[src/rtl/cnn_accel_pkg.sv]
// cnn_accel_pkg: shared types and constants for the convolution accumulator stage
package cnn_accel_pkg;
    localparam int DATA_WIDTH = 16;
    localparam int BEAT_WIDTH = 8;
    localparam logic [BEAT_WIDTH-1:0] BEAT_CNT_RST = '0;
    typedef enum logic [1:0] {IDLE, ACCUM, HOLD} acc_state_t;
endpackage

[src/rtl/conv_window_accumulator_if.sv]
// conv_window_accumulator_if: control, input-beat and result handshake bundle
interface conv_window_accumulator_if #(
    parameter int DATA_WIDTH = cnn_accel_pkg::DATA_WIDTH,
    parameter int BEAT_WIDTH = cnn_accel_pkg::BEAT_WIDTH
);
    logic                  start;
    logic [BEAT_WIDTH-1:0] beats;
    logic [DATA_WIDTH-1:0] bias;
    logic                  abort;
    logic                  in_valid;
    logic [DATA_WIDTH-1:0] in_data;
    logic                  in_ready;
    logic                  out_valid;
    logic [DATA_WIDTH-1:0] out_data;
    logic                  out_ready;
    logic                  busy;
    modport master (
        output start, beats, bias, abort, in_valid, in_data, out_ready,
        input  in_ready, out_valid, out_data, busy
    );
    modport slave (
        input  start, beats, bias, abort, in_valid, in_data, out_ready,
        output in_ready, out_valid, out_data, busy
    );
endinterface

[src/rtl/conv_window_accumulator_beat_counter.sv]
// beat_counter: loadable down-counter flagging the final beat of a window
module beat_counter
    import cnn_accel_pkg::*;
#(
    parameter int WIDTH = BEAT_WIDTH
) (
    input  logic             clk,
    input  logic             rst_n,
    input  logic             load,
    input  logic             dec,
    input  logic [WIDTH-1:0] value,
    output logic             last
);
    logic [WIDTH-1:0] remaining;
    always_ff @(posedge clk or negedge rst_n) begin
        if (!rst_n)
            remaining <= WIDTH'(BEAT_CNT_RST);
        else if (load)
            remaining <= value;
        else if (dec)
            remaining <= remaining - WIDTH'(1);
    end
    assign last = remaining == WIDTH'(1);
endmodule

[src/rtl/conv_window_accumulator.sv]
// conv_window_accumulator: sums a programmed number of partial sums onto a bias
module conv_window_accumulator #(
    parameter int DATA_WIDTH = cnn_accel_pkg::DATA_WIDTH,
    parameter int BEAT_WIDTH = cnn_accel_pkg::BEAT_WIDTH
) (
    input logic                      clk,
    input logic                      rst_n,
    conv_window_accumulator_if.slave bus
);
    import cnn_accel_pkg::*;
    acc_state_t state, next_state;
    logic [DATA_WIDTH-1:0] acc;
    logic load, take, last;
    // abort suppresses both the window load and any beat arriving with it
    assign load = state == IDLE && bus.start && !bus.abort;
    assign take = state == ACCUM && bus.in_valid && !bus.abort;
    beat_counter #(.WIDTH(BEAT_WIDTH)) u_beat_counter (
        .clk   (clk),
        .rst_n (rst_n),
        .load  (load),
        .dec   (take),
        .value (bus.beats),
        .last  (last)
    );
    always_ff @(posedge clk or negedge rst_n) begin
        if (!rst_n)
            state <= IDLE;
        else
            state <= next_state;
    end
    always_comb begin
        next_state = state;
        if (bus.abort)
            next_state = IDLE;
        else
            case (state)
                IDLE:    next_state = load ? (bus.beats != '0 ? ACCUM : HOLD) : IDLE;
                ACCUM:   next_state = take && last ? HOLD : ACCUM;
                HOLD:    next_state = bus.out_ready ? IDLE : HOLD;
                default: next_state = IDLE;
            endcase
    end
    always_ff @(posedge clk or negedge rst_n) begin
        if (!rst_n)
            acc <= '0;
        else if (load)
            acc <= bus.bias;
        else if (take)
            acc <= acc + bus.in_data;
    end
    assign bus.in_ready  = state == ACCUM;
    assign bus.out_valid = state == HOLD;
    assign bus.busy      = state != IDLE;
    assign bus.out_data  = acc;
endmodule

[src/flat_wrapper.sv]
// flat-port wrapper written by rule: the top's interface ports become plain ports
module conv_window_accumulator_flat import cnn_accel_pkg::*;
#(
    parameter int DATA_WIDTH = cnn_accel_pkg::DATA_WIDTH,
    parameter int BEAT_WIDTH = cnn_accel_pkg::BEAT_WIDTH
)
  (clk, rst_n, bus_start, bus_beats, bus_bias, bus_abort, bus_in_valid, bus_in_data, bus_out_ready, bus_in_ready, bus_out_valid, bus_out_data, bus_busy);
  conv_window_accumulator_if #(.DATA_WIDTH(DATA_WIDTH), .BEAT_WIDTH(BEAT_WIDTH)) bus_i ();
  input logic clk;
  input logic rst_n;
  input wire logic [$bits(bus_i.start)-1:0] bus_start;
  input wire logic [$bits(bus_i.beats)-1:0] bus_beats;
  input wire logic [$bits(bus_i.bias)-1:0] bus_bias;
  input wire logic [$bits(bus_i.abort)-1:0] bus_abort;
  input wire logic [$bits(bus_i.in_valid)-1:0] bus_in_valid;
  input wire logic [$bits(bus_i.in_data)-1:0] bus_in_data;
  input wire logic [$bits(bus_i.out_ready)-1:0] bus_out_ready;
  output wire logic [$bits(bus_i.in_ready)-1:0] bus_in_ready;
  output wire logic [$bits(bus_i.out_valid)-1:0] bus_out_valid;
  output wire logic [$bits(bus_i.out_data)-1:0] bus_out_data;
  output wire logic [$bits(bus_i.busy)-1:0] bus_busy;
  assign bus_i.start = bus_start;
  assign bus_i.beats = bus_beats;
  assign bus_i.bias = bus_bias;
  assign bus_i.abort = bus_abort;
  assign bus_i.in_valid = bus_in_valid;
  assign bus_i.in_data = bus_in_data;
  assign bus_i.out_ready = bus_out_ready;
  assign bus_in_ready = bus_i.in_ready;
  assign bus_out_valid = bus_i.out_valid;
  assign bus_out_data = bus_i.out_data;
  assign bus_busy = bus_i.busy;
  conv_window_accumulator #(.DATA_WIDTH(DATA_WIDTH), .BEAT_WIDTH(BEAT_WIDTH)) u_core (.clk(clk), .rst_n(rst_n), .bus(bus_i));
endmodule
[config.mk]
export PLATFORM = sky130hd
export DESIGN_NAME = conv_window_accumulator_flat
export DESIGN_NICKNAME = d
export VERILOG_FILES = /design/src/rtl/cnn_accel_pkg.sv /design/src/rtl/conv_window_accumulator_if.sv /design/src/rtl/conv_window_accumulator_beat_counter.sv /design/src/rtl/conv_window_accumulator.sv /design/src/flat_wrapper.sv
export SDC_FILE = /design/constraint.sdc
export NUM_CORES = 1
export LEC_CHECK = 0
export BUFFER_PORTS_ARGS = -buffer_cell sky130_fd_sc_hd__buf_2
export CAP_MARGIN = 15
export CORE_UTILIZATION = 30
export DETAILED_ROUTE_END_ITERATION = 12
export PLACE_DENSITY = 0.5
export SKIP_CTS_REPAIR_TIMING = 1
export SLEW_MARGIN = 0
export SYNTH_ARGS = -nofsm -noshare
export SYNTH_HDL_FRONTEND = slang
export SYNTH_HIERARCHICAL = 1
export SYNTH_SLANG_ARGS = --single-unit
[constraint.sdc]
create_clock -name clk -period 2.18 [get_ports clk]
set_clock_uncertainty 0.15 [all_clocks]
set_input_delay 0.327 -clock clk [delete_from_list [all_inputs] [get_ports clk]]
set_output_delay 0.327 -clock clk [all_outputs]
set_load 0.03 [all_outputs]
[Word-level counts from Yosys, hierarchy flattened]
Index checks and enable logic that the tools add are counted.
Operators by class
  reductions and logical operators: 10
  multiplexer cells: 10
  equal/unequal tests: 3
  $add $sub $neg: 2
Operators with widths (number)
  $mux W16: 2
  $add A16 B16 Y16: 1
  $mux W8: 2
  $mux W2: 5
  $eq A8 B1 Y1 const B: 1
  $reduce_bool A8 Y1: 1
  $sub A8 B1 Y8 const B: 1
  $pmux W2 S3: 1
  $logic_and A1 B1 Y1: 5
  $reduce_bool A2 Y1: 2
  $eq A2 B1 Y1 const B: 1
  $eq A2 B2 Y1 const B: 1
  $logic_not A2 Y1: 1
  $logic_not A1 Y1: 1
Word-level totals
  bits in registers: 26
  logic and storage cells: 28
  bits of input ports: 46

[Logic depth before layout (Yosys ltp)]
  word-level depth: 7
  gate-level depth with buffers: 8
  depth with buffers taken out: 8

[Modules after synthesis]
The synthesis kept the hierarchy.
By module, submodules not included
  conv_window_accumulator: instances 1, cells each 182, seq. area each 450.4 sq um, area each 1609.0 sq um
  beat_counter: instances 1, cells each 50, seq. area each 200.2 sq um, area each 460.4 sq um

[Worst setup path before layout]
No wires, ideal clock.
  kind: flip-flop to flip-flop
  start point: register u_core.acc[0] (netlist: u_core/bus.out_data[0])
  end point: register u_core.acc[14] (netlist: u_core/bus.out_data[14])
  period minus slack after synthesis: 2.571 ns
  required time: 1.898 ns
  arrival: 2.289 ns
  setup slack: -0.391 ns
  setup time: 0.132 ns
  cell stages (with the launch flop): 9
  cells stage by stage: dfrtp_1 -> ha_1 -> fa_1 -> a21o_4 -> a311oi_2 -> nor2_2 -> a311oi_2 -> xor2_1 -> o21ai_1
On the way
  cells in the longest elaborated chain, start to end: 3
Ends and longest elaborated chain
  from (decl): RTL line conv_window_accumulator.sv:12  | logic [DATA_WIDTH-1:0] acc;
  from (signal assigned): RTL line conv_window_accumulator.sv:47  | acc <= bus.bias;
  from (signal assigned): RTL line conv_window_accumulator.sv:49  | acc <= acc + bus.in_data;
  $add A16 B16 Y16: RTL line conv_window_accumulator.sv:49
  $mux W16: RTL line conv_window_accumulator.sv:48  | else if (take)
  $mux W16: RTL line conv_window_accumulator.sv:46  | else if (load)
No other way between the ends. The select of a mux whose other input is x is not followed.
A chain may end at the register's enable or synchronous reset.

[Worst setup path in the final report]
Same ends and word-level chain as after synthesis.

==> run metrics <==
row cnt=29; clock sink count=26; pwr/cell area=approximately 930 mW/mm^2; chip height=85.1 um; syn avg cell area=roughly 8.9 um^2; total CTS buffers=3; slowest stage delay, CP=between 0.4 and 0.5 ns; Synth warnings=6; starting density of the core=a little under a third; Cell Area, Synth=0.00207 mm^2; All-Layer GR Usage=~16%; CP bufs+invs=0; Main synth FF type=dfrtp_1; footprint of the multi-input gates=approximately 0.0014 mm^2; Worst EP required=roughly 2.2 ns; maxcap violations=0; Setup WS post-layout=-0.0692 ns; NumNets Final=between 300 and 400; Tmin final=between 2 and 2.5 ns; vias in the first global route=a little under 2,000; storage element area=approximately 650 um^2; input/output buffers=64; hold_ws=0.0978 ns; top cell type by total area after synthesis=dfrtp_1; hold crit path type=in2reg; first-pass GRT wire length=between 9000 and 10,000 um; CTS tree=yes; CP endpoint kind=register; Synth Instances=~230; syn_nets=296; hpwl dp=roughly 4300 um; Wirelength per Cell=13.9 um; Final Hold Vio Count=0; number of fill cells=~660; Arr. time, crit path=roughly 2.3 ns; Root Buffer=clkbuf_8; slew of the pin with the lowest slew margin=between 0.6 and 0.7 ns; crit path cell chain=ha_4 -> fa_2 -> a21o_4 -> a311oi_4 -> nor2_2 -> a311oi_2 -> xor2_1 -> o21ai_1; Netlist cell types=57; synth-to-layout area growth=35.8%; Die X=approximately 85 um; share of the synthesized area in the top cell type=approximately a third; clock tree buffer depth=2; Post-synth EDFFs=0; FMAX=0.445 GHz; register area share after synthesis=31.4%; Max-slew headroom=between 50% and 60%; first-pass detailed-route iteration total=4; slowest CP cell=dfrtp_2; Max IR drop VDD=254 uV; final max-slew violation count=0; Clock transition at path regs=between 0.1 and 0.15 ns; RSZ-0062 raised after global routing=true; status=finished with violations; CTS H-tree lvls=1; via count=2,001; startpoint types=register; final WL=5500 um; initial antenna violation count=0; failing checks=setup timing; post-route ant nets=0; critical path class=reg2reg; Crit Path Max Fanout=3; DRC Markers=0; pin count of the biggest net entering global routing=27; synth top area cells=dfrtp_1 (31%), ha_1 (10%), nand2_1 (4.9%), xnor2_1 (3.8%), o21ai_0 (3.6%); Tcrit/Tclk final=103%; fraction of layout cells with a size suffix above 1=roughly 38%; Async SR Flop Fraction=100%; Iter 0 DRT Violations=66; # diodes=0; GRT overflow=0; Clk Latency, worst-skew pair=between 0.2 and 0.3 ns; Setup-failing EPs final=5; Final TNS setup=-0.162 ns; DR vias/cell=5.04; P_leak=0.00128 uW; die area=0.00723 mm^2; CP delay by family, top=compound AO/OA/AOI/OAI gates; Top Ports=65; Synth Register Bits=26; core area=~0.0065 mm^2; placer congestion estimate=0.785
## flip-flops by register name, indices dropped and copies added, names as in the netlist
register	flops
u_core/bus.out_data	16
u_core/u_beat_counter/remaining	8
u_core/state	2
## worst min-delay path: cells and delay by family
| kind | cells | cell delay [ns] |
|---|---|---|
| AOI/OAI and AO/OA | 1 | 0.06 |
| buffers and inverters | 1 | 0.07 |
| and+or+nand+nor | 1 | 0.04 |
## per-stage QoR
step / cell area [um^2] / worst slack (ns) / total power [uW] / util (%) / cells
after floorplan: 2090 / -0.0988 / 1690 / - / 232
after global placement: 2670 / -0.0810 / 2140 / 41.1 / 392
after detailed placement: 2670 / -0.120 / 2140 / 41.1 / 392
after CTS: 2740 / -0.0992 / 2590 / 42.2 / 396
after global routing: 2810 / -0.201 / 2820 / 43.3 / 397
final: 2810 / -0.0692 / 2610 / 43.3 / 397
## final cells by class
type | count | share of cell area [%]
Sequential cell | 26 | 23.2
Multi-Input combinational cell | 192 | 51.2
Tap cell | 77 | 3.43
Clock buffer | 3 | 1.47
Inverter | 7 | 0.935
Clock inverter | 1 | 1.07
Timing Repair Buffer | 91 | 18.7
## power breakdown
part | total (uW) | internal [uW] | switching [uW]
combinational | 1470 | 672 | 796
sequential | 723 | 606 | 117
clock | 420 | 246 | 174
total | 2610 | 1520 | 1090
## synth_stat cells, drive strengths merged, types with 2 or more instances
library cell / count
o311a: 2
a22oi: 8
nor3: 4
o31ai: 3
inv: 7
buf: 3
a21oi: 15
or3: 4
o21ai: 23
a31oi: 5
a211oi: 2
xnor2: 9
o211ai: 4
a311oi: 2
clkbuf: 4
mux2i: 3
or2: 2
a31o: 2
ha: 17
o22ai: 3
or4: 4
nor2: 13
nor4b: 2
nand2: 27
a21o: 5
o21bai: 2
xor2: 5
nand2b: 2
nor2b: 2
nor4: 2
dfrtp: 26
nand3: 8
## layer usage
layer  GRT usage (%)  share of wire [%]
met2            28.2                 49
met1            19.9                 47
met3            2.72                3.7
met5               0                  0
met4            2.93               0.49
## cell usage in the layout (no fill, tap or decap), types with 4 or more instances in the layout
master | netlist | layout
buf_2 | 3 | 64
nand2_1 | 27 | 27
buf_4 | 0 | 26
dfrtp_1 | 26 | 24
o21ai_0 | 15 | 15
a21oi_1 | 14 | 13
ha_1 | 17 | 13
nor2_1 | 12 | 12
xnor2_1 | 9 | 9
nand3_1 | 8 | 8
a22oi_1 | 8 | 8
o21ai_1 | 8 | 8
xor2_1 | 5 | 5
inv_1 | 5 | 5
a31oi_1 | 4 | 4
o211ai_1 | 4 | 4
a21o_1 | 4 | 4
nor3_1 | 4 | 4
ha_4 | 0 | 4
## kinds of logic (layout without fill, tap and decap cells)
family,count (synthesis),in the layout,synth area share (%)
adder cells (fa/ha/maj),18,18,11.2
buffers and inverters,14,102,2.72
AND/OR/NAND/NOR,77,77,20.1
flip-flops,26,26,31.4
AO/OA/AOI/OAI,79,79,26.6
XOR/XNOR,14,14,5.93
multiplexers,4,4,2.00
## worst paths after layout
| path | from | end | slack (ns) | cells after the start |
|---|---|---|---|---|
| max in group asynchronous | rst_n | u_core/bus.out_data[0] | 0.96 | 2 |
| worst min register to register | u_core/state[1] | u_core/state[0] | 0.37 | 3 |
| min in group asynchronous | rst_n | u_core/bus.out_data[4] | 0.46 | 2 |
| worst min-delay path | bus_bias[2] | u_core/bus.out_data[2] | 0.1 | 3 |
| worst max-delay path | u_core/bus.out_data[0] | u_core/bus.out_data[14] | -0.07 | 8 |
| worst max register to register | u_core/bus.out_data[0] | u_core/bus.out_data[14] | -0.07 | 8 |
No activity file was read; power rests on OpenSTA's default activity.
